File: src/rtl/cdc_gray_pkg.sv
// Gray-code helpers and limits shared by both halves of the asynchronous FIFO.
package cdc_gray_pkg;

  localparam int MaxLogDepth = 8;
  localparam int MaxPtrWidth = MaxLogDepth + 1;

  typedef logic [MaxPtrWidth-1:0] ptr_max_t;

  // Narrower pointers are zero-extended by the caller. Leading zeros leave both
  // conversions unchanged, so one pair of functions serves every pointer width.
  function automatic ptr_max_t bin2gray(input ptr_max_t bin);
    return bin ^ (bin >> 1);
  endfunction

  function automatic ptr_max_t gray2bin(input ptr_max_t gray);
    ptr_max_t bin;
    bin[MaxPtrWidth-1] = gray[MaxPtrWidth-1];
    for (int i = MaxPtrWidth - 2; i >= 0; i--) begin
      bin[i] = bin[i+1] ^ gray[i];
    end
    return bin;
  endfunction

endpackage

File: src/rtl/cdc_sync_ah.sv
// Multi-bit flop-chain synchronizer with asynchronous active-high reset.
// Only safe for buses where at most one bit changes per sample, such as gray pointers.
module cdc_sync_ah #(
  parameter int Width      = 1,
  parameter int SyncStages = 2
) (
  input  logic             i_clk,
  input  logic             i_rst,
  input  logic [Width-1:0] i_d,
  output logic [Width-1:0] o_q
);

  logic [Width-1:0] r_chain [SyncStages];

  // Shift the input straight into the first flop with no logic in front of it.
  always_ff @(posedge i_clk or posedge i_rst) begin
    if (i_rst) begin
      for (int i = 0; i < SyncStages; i++) begin
        r_chain[i] <= '0;
      end
    end else begin
      r_chain[0] <= i_d;
      for (int i = 1; i < SyncStages; i++) begin
        r_chain[i] <= r_chain[i-1];
      end
    end
  end

  assign o_q = r_chain[SyncStages-1];

endmodule

File: src/rtl/cdc_gray_fifo_rd.sv
// Read half of a gray-pointer asynchronous FIFO, living entirely in the destination
// clock domain. The memory and gray write pointer come from the write half; this
// block returns a gray read pointer and presents entries on a valid/ready stream.
// LogDepth must lie in 1..MaxLogDepth and SyncStages must be at least 2.
module cdc_gray_fifo_rd
  import cdc_gray_pkg::*;
#(
  parameter int DataWidth  = 32,
  parameter int LogDepth   = 1,
  parameter int SyncStages = 2
) (
  input  logic                                dst_clk_i,
  input  logic                                dst_rst_i,
  input  logic [(2**LogDepth)*DataWidth-1:0]  async_data_i,
  input  logic [LogDepth:0]                   async_wptr_i,
  output logic [LogDepth:0]                   async_rptr_o,
  output logic [DataWidth-1:0]                dst_data_o,
  output logic                                dst_valid_o,
  input  logic                                dst_ready_i
);

  localparam int PtrW  = LogDepth + 1;
  localparam int Depth = 1 << LogDepth;

  logic [PtrW-1:0]      r_rptrBin;
  logic [PtrW-1:0]      r_rptrGray;
  logic [DataWidth-1:0] r_data;
  logic                 r_valid;

  logic [PtrW-1:0]      w_wptrSync;
  logic [PtrW-1:0]      w_rptrBinNext;
  logic [PtrW-1:0]      w_rptrGrayNext;
  logic [LogDepth-1:0]  w_rdIdx;
  logic [DataWidth-1:0] w_headData;
  logic                 w_empty;
  logic                 w_pop;

  cdc_sync_ah #(
    .Width      (PtrW),
    .SyncStages (SyncStages)
  ) u_wptrSync (
    .i_clk (dst_clk_i),
    .i_rst (dst_rst_i),
    .i_d   (async_wptr_i),
    .o_q   (w_wptrSync)
  );

  // The extra pointer MSB separates "empty" from "full", so equality always means empty.
  assign w_empty        = (w_wptrSync == r_rptrGray);
  assign w_pop          = !w_empty && (!r_valid || dst_ready_i);
  assign w_rptrBinNext  = r_rptrBin + 1'b1;
  assign w_rptrGrayNext = PtrW'(bin2gray(ptr_max_t'(w_rptrBinNext)));
  assign w_rdIdx        = r_rptrBin[LogDepth-1:0];
  assign w_headData     = async_data_i[w_rdIdx*DataWidth +: DataWidth];

  // Load the head entry into the output register whenever it is free or being taken,
  // advancing both pointer views on the same edge so the gray copy is glitch-free.
  always_ff @(posedge dst_clk_i or posedge dst_rst_i) begin
    if (dst_rst_i) begin
      r_rptrBin  <= '0;
      r_rptrGray <= '0;
      r_data     <= '0;
      r_valid    <= 1'b0;
    end else if (w_pop) begin
      r_data     <= w_headData;
      r_valid    <= 1'b1;
      r_rptrBin  <= w_rptrBinNext;
      r_rptrGray <= w_rptrGrayNext;
    end else if (dst_ready_i) begin
      r_valid    <= 1'b0;
    end
  end

  assign async_rptr_o = r_rptrGray;
  assign dst_data_o   = r_data;
  assign dst_valid_o  = r_valid;

`ifndef SYNTHESIS
  logic [PtrW-1:0] w_wptrSyncBin;
  logic [PtrW-1:0] w_occupancy;

  assign w_wptrSyncBin = PtrW'(gray2bin(ptr_max_t'(w_wptrSync)));
  assign w_occupancy   = w_wptrSyncBin - r_rptrBin;

  a_occupancy : assert property (@(posedge dst_clk_i) disable iff (dst_rst_i)
    int'(w_occupancy) <= Depth);

  a_wptrOneBit : assert property (@(posedge dst_clk_i) disable iff (dst_rst_i)
    $countones(w_wptrSync ^ $past(w_wptrSync)) <= 1);

  a_holdUnderBackpressure : assert property (@(posedge dst_clk_i) disable iff (dst_rst_i)
    (dst_valid_o && !dst_ready_i) |=> (dst_valid_o && $stable(dst_data_o)));
`endif

endmodule
File: config.mk
export PLATFORM = sky130hd
export DESIGN_NAME = cdc_gray_fifo_rd
export DESIGN_NICKNAME = d
export VERILOG_FILES = /design/src/rtl/cdc_gray_pkg.sv /design/src/rtl/cdc_sync_ah.sv /design/src/rtl/cdc_gray_fifo_rd.sv
export SDC_FILE = /design/constraint.sdc
export NUM_CORES = 1
export LEC_CHECK = 0
export BUFFER_PORTS_ARGS = -buffer_cell sky130_fd_sc_hd__buf_2
export CORE_UTILIZATION = 46
export DETAILED_ROUTE_END_ITERATION = 6
export GPL_ROUTABILITY_DRIVEN = 0
export MAX_ROUTING_LAYER = met4
export PLACE_DENSITY = 0.88
export SLEW_MARGIN = 10
export SYNTH_ARGS = -nofsm -noshare
export SYNTH_HDL_FRONTEND = slang
export SYNTH_SLANG_ARGS = --single-unit
File: constraint.sdc
create_clock -name dst_clk_i -period 3.19 [get_ports dst_clk_i]
set_input_delay 0.1595 -clock dst_clk_i [delete_from_list [all_inputs] [get_ports dst_clk_i]]
set_output_delay 0.1595 -clock dst_clk_i [all_outputs]
set_load 0.01 [all_outputs]
==> run metrics, run 1 <==
Via Count 1,341; die height 67.64 µm; final critical-path share of the clock period 64.41%; power after layout 2.555 mW; Worst EP required 3.36 ns; max-cap viol count 0; CP endpoint dst_data_o[30]; clk buf depth 2; Sw Ratio 33.00%; CTS tree built; nets 301; Cell Rows 23; DRC viols 0; CORE AREA 4058 µm²; min-delay worst type input pin to flip-flop; Die Wd 67.64 µm; Switch Pwr 0.8430 mW; yosys warns 0; number of filler cells placed in the layout 314; Clock Latency Late Sink 0.29 ns; WL/cell 13.45 µm; Finished Cell Area 2645 µm²; final slew viol count 0; setup violators final 0; P_int 1.712 mW; register area share after synthesis 50.51%; I/O pin cnt 104; footprint of the multi-input gates 915.9 µm²; CTS Root Buffer Type clkbuf_8; startpoint of the worst hold path async_data_i[3]; ant diodes 0; Reg area 1001 µm²; Initial Utilization 48.84%; fin util 65.19%; CP cell instances xor2_2, o21ai_4, buf_4, mux2_2; startpoint type of the worst setup path flip-flop; maximum VDD drop 0.5241 mV; Worst path slowest cell buf_4; drt pass-1 iters 4; critical path capture point type flip-flop; synthesized cell area 1982 µm²; Synth area leader dfrtp_1; number of antenna violations at the first check in global routing 0; Worst R2R Setup Slack 1.14 ns; clock-pin slew on the worst setup and hold paths 0.07 ns; Setup Skew 0.004661 ns; Crit Reg-Reg Endpoint dst_data_o[30]; crit path DAT 2.23 ns; # resized after CTS 0; setup_tns 0 ns; Combinational Power Share 51.2%; Clk network pwr share 13.1%; DIE AREA 4575 µm²; r2r worst-path depth 4; total track usage 19.09%; crit path from r_rptrBin[1]; Crit Reg-Reg Startpoint r_rptrBin[1]; vias per cell 4.739; area growth from synthesis to layout 33.46%; post-route ant nets 0; drt total wl 3.806 mm; H-tree depth 2; RSZ-0062 raised after global routing no; worst hold margin 0.2288 ns; post-CTS setup buffers 0; PortBufs 103; maximum clock rate 486.7 MHz; Syn Area/Cell 15.98 µm²; net count after synthesis 193; cts hold-fix bufs 3; Leak 1.362 nW; CP max stage delay 0.47 ns; Final min period 2.055 ns; Worst Path Max Fanout 25; Yosys reg bits 40; Inserted Clock Buffers 5; largest net degree at the start of global routing 41; Post-DP Area 2525 µm²; share of layout cells above drive strength 1 76.39%; Post-Syn Instances 124; PD cells 965.8 nW/µm²; Tightest Pin Transition 0.5406 ns; Hold Fails Final Rpt 0; WS Path Type flip-flop to flip-flop; status finished, final reports clean; Distinct cells, synth 18; Slew HR 63.96%; first-pass GRT wire length 6.085 mm; CTS Sinks 40; Iter 0 DRT Violations 52; number of global-route vias before repair 1,431; register share of total power 35.7%; Area contributors post-synth dfrtp_1 51%, mux2_4 21%, mux2_2 20%, buf_6 1.7%, xnor2_1 0.88%; top-area cell type share of the netlist area 50.51%; GR Overflow Total 0
state kept, by name, summed over array words and instances, names as in the netlist:
name,cells
dst_valid_o,1
u_wptrSync.o_q,2
async_rptr_o,1
dst_data_o,32
r_rptrBin,2
u_wptrSync.r_chain,2
how the worst min path moves through the flow:
stage / depth (start not counted) / to
3_3_place_gp: 1 / u_wptrSync.r_chain[2]
5_1_grt: 3 / dst_data_o[0]
4_1_cts: 3 / dst_data_o[16]
6_report: 3 / dst_data_o[3]
3_5_place_dp: 1 / u_wptrSync.r_chain[3]
2_1_floorplan: 0 / u_wptrSync.r_chain[2]
layer usage:
metal / vias to the layer above / share of wire [%] / track usage, %
met2: 63 / 50 / 32.55
li1: 647 / - / -
met4: 0 / 2.7 / 10.64
met3: 12 / 7.1 / 4.730
met5: - / 0 / -
met1: 619 / 40 / 19.96
cell families (layout without fill, tap and decap cells):
group / count (synthesis) / in the layout / share of synthesized area, %
and+or+nand+nor: 3 / 3 / 0.6943
muxes: 65 / 65 / 42.17
DFF: 40 / 40 / 50.51
xor gates and xnor gates: 4 / 4 / 2.147
AOI/OAI and AO/OA: 2 / 2 / 1.200
buffers and inverters: 10 / 119 / 3.283
per-stage QoR:
step | setup slack [ns] | cells
2_1_floorplan | 1.648 | 124
3_3_place_gp | 1.190 | 272
3_5_place_dp | 1.126 | 272
4_1_cts | 1.116 | 283
5_1_grt | 1.050 | 283
6_report | 1.135 | 283
synthesized netlist by cell type:
cell type / count
dfrtp_1: 40
buf_2: 1
nor2_1: 1
mux2i_1: 1
buf_6: 3
xor2_1: 1
o21ai_4: 1
mux2_2: 36
buf_1: 2
clkbuf_1: 1
xnor2_1: 2
inv_1: 2
o211ai_1: 1
nand2_1: 1
buf_4: 1
nand2b_1: 1
mux2_4: 28
xor2_2: 1
cell type report:
class | count | area share (%)
clock buffer | 8 | 3.406
tap | 50 | 2.365
sequential | 40 | 37.84
timing repair buffer | 109 | 21.48
multi-input combinational | 74 | 34.63
inverter | 2 | 0.2838
power groups by stage:
stage / combinational [mW] / clock (mW) / sequential (mW)
2_1_floorplan: 0.899 / 0 / 0.988
3_3_place_gp: 1.28 / 0 / 0.916
3_5_place_dp: 1.32 / 0 / 0.920
4_1_cts: 1.33 / 0.348 / 0.916
5_1_grt: 1.41 / 0.370 / 0.945
6_report: 1.31 / 0.335 / 0.912
critical path: cells and delay by family, from the launching register on:
family | cells | cell delay (ns)
compound gates | 1 | 0.41
xor+xnor | 1 | 0.22
buf+inv | 1 | 0.47
flops | 1 | 0.44
mux | 1 | 0.39
cell usage in the layout (no fill, tap or decap):
master / n
buf_2: 103
buf_4: 3
clkbuf_1: 2
clkbuf_8: 6
dfrtp_1: 40
dlygate4sd3_1: 3
inv_1: 2
mux2_2: 36
mux2_4: 28
mux2i_1: 1
nand2_1: 1
nand2b_1: 1
nor2_1: 1
o211ai_1: 1
o21ai_4: 1
xnor2_1: 2
xor2_1: 1
xor2_2: 1
Power figures use the tool's default switching activity.
==> run 2, diff against run 1 <==
--- a/config.mk
+++ b/config.mk
@@ -6,11 +6,11 @@
 export NUM_CORES = 1
 export LEC_CHECK = 0
 export BUFFER_PORTS_ARGS = -buffer_cell sky130_fd_sc_hd__buf_2
-export CORE_UTILIZATION = 46
+export CORE_UTILIZATION = 45
 export DETAILED_ROUTE_END_ITERATION = 6
 export GPL_ROUTABILITY_DRIVEN = 0
 export MAX_ROUTING_LAYER = met4
-export PLACE_DENSITY = 0.88
+export PLACE_DENSITY = 0.87
 export SLEW_MARGIN = 10
 export SYNTH_ARGS = -nofsm -noshare
 export SYNTH_HDL_FRONTEND = slang
==> constraint.sdc (replaced) <==
create_clock -name dst_clk_i -period 1.9 [get_ports dst_clk_i]
set_input_delay 0.095 -clock dst_clk_i [delete_from_list [all_inputs] [get_ports dst_clk_i]]
set_output_delay 0.095 -clock dst_clk_i [all_outputs]
set_load 0.01 [all_outputs]
==> run 2 against run 1 <==
  * Flip-flop and latch count unchanged
  * Critical path depth unchanged
  * Cell count increased by 0.35%
  * Power increased by 77%
  * Sequential share of layout area decreased by 0.96 points
  * Highest routed layer unchanged
==> run metrics, run 2 (same netlist as run 1, synthesis figures left out) <==
status finished, final reports clean; startpoint type of the worst setup path flip-flop; Inserted Clock Buffers 5; number of filler cells placed in the layout 309; I/O pin cnt 104; Crit Reg-Reg Startpoint r_rptrBin[1]; WS Path Type flip-flop to flip-flop; clock-pin slew on the worst setup and hold paths 0.07 ns; PortBufs 103; Worst path slowest cell dfrtp_1; # resized after CTS 0; Setup Skew 0.003723 ns; final slew viol count 0; RSZ-0062 raised after global routing no; Hold Fails Final Rpt 0; crit path buf inv count 1; largest net degree at the start of global routing 41; Leak 1.391 nW; footprint of the multi-input gates 915.9 µm²; cts hold-fix bufs 3; post-CTS setup buffers 0; die height 68.37 µm; share of layout cells above drive strength 1 77.35%; DIE AREA 4674 µm²; setup_tns 0 ns; drt total wl 3.928 mm; CTS tree built; most common cell after layout, fill and taps aside buf_2; number of antenna violations at the first check in global routing 0; worst slack, placed 0.2764 ns; WL/cell 13.83 µm; drt pass-1 iters 4; clk buf depth 2; Crit Reg-Reg Endpoint dst_data_o[28]; number of flip-flops in the largest register 32; Clock Latency Late Sink 0.28 ns; Iter 0 DRT Violations 34; hold path cells 3; total track usage 18.49%; critical path capture point type flip-flop; cell family contributing the most delay on the critical path flip-flops; Reg area 1001 µm²; setup violators final 0; Slew HR 76.79%; max-cap viol count 0; Final min period 1.620 ns; crit path DAT 1.79 ns; CP max stage delay 0.45 ns; min-delay worst type input pin to flip-flop; GR Overflow Total 0; area growth from synthesis to layout 36.93%; Initial Utilization 48.16%; final critical-path share of the clock period 85.26%; Cell Rows 23; number of global-route vias before repair 1,379; maximum VDD drop 0.7959 mV; CORE AREA 4115 µm²; DRC viols 0; PD cells 1670 nW/µm²; most frequent cells in the layout 103 x buf_2, 40 x dfrtp_1, 36 x mux2_2; Worst R2R Setup Slack 0.28 ns; startpoint of the worst hold path async_data_i[52]; first-pass GRT wire length 6.037 mm; vias per cell 4.866; Worst Path Max Fanout 34; post-route ant nets 0; CP cell instances xor2_2, o21ai_4, buf_12, mux2_2; H-tree depth 2; Via Count 1,382; Worst EP required 2.07 ns; Tightest Pin Transition 0.3470 ns; ant diodes 0; Die Wd 68.37 µm; worst-case hold path end point dst_data_o[20]; r2r worst-path depth 4; hpwl dp 2.831 mm; CTS Sinks 40; CTS Root Buffer Type clkbuf_8; nets 302; maximum clock rate 617.3 MHz; Worst Setup Slack, final 0.2801 ns
[run 2: area by class of cell]
cell class | instances | area share (%)
Clock buffer | 7 | 3.550
Clock inverter | 1 | 1.107
Inverter | 2 | 0.2766
Multi-Input combinational cell | 74 | 33.75
Sequential cell | 40 | 36.88
Tap cell | 50 | 2.305
Timing Repair Buffer | 110 | 22.13
[run 2: how the worst max path moves through the flow]
stage,slack (ns),cells after the start,startpoint,end
2_1_floorplan,0.36,4,r_rptrBin[0],dst_data_o[0]
3_3_place_gp,0.35,4,r_rptrBin[1],dst_data_o[29]
3_5_place_dp,0.28,4,r_rptrBin[1],dst_data_o[28]
4_1_cts,0.27,4,r_rptrBin[1],dst_data_o[28]
5_1_grt,0.22,4,r_rptrBin[1],dst_data_o[28]
6_report,0.28,4,r_rptrBin[1],dst_data_o[28]
[run 2: metal layers]
metal / share of wire [%] / global-route usage, %
met5: 0 / -
met2: 49 / 31.99
met1: 41 / 20.62
met4: 1.4 / 7.031
met3: 8.2 / 4.167
[run 2: worst register-to-register path: stages (launching register included)]
cell     delay, ns
dfrtp_1       0.45
xor2_2        0.23
o21ai_4       0.18
buf_12        0.27
mux2_2        0.38
[run 2: power breakdown]
| group | total, mW | switching [mW] | internal, mW |
|---|---|---|---|
| registers | 1.49 | 0.231 | 1.26 |
| clock network | 0.736 | 0.273 | 0.463 |
| logic | 2.31 | 0.944 | 1.36 |
[run 2: per-stage QoR]
stage / hold slack (ns) / instance area, µm² / cells / power [mW] / utilization (%)
floorplan: 0.1264 / 1982 / 124 / 3.168 / -
global placement: 0.1410 / 2557 / 273 / 3.731 / 62.15
detailed placement: 0.1492 / 2557 / 273 / 3.823 / 62.15
CTS: 0.1558 / 2714 / 284 / 4.592 / 65.95
global route: 0.1658 / 2714 / 284 / 4.819 / 65.95
finish: 0.1634 / 2714 / 284 / 4.532 / 65.95
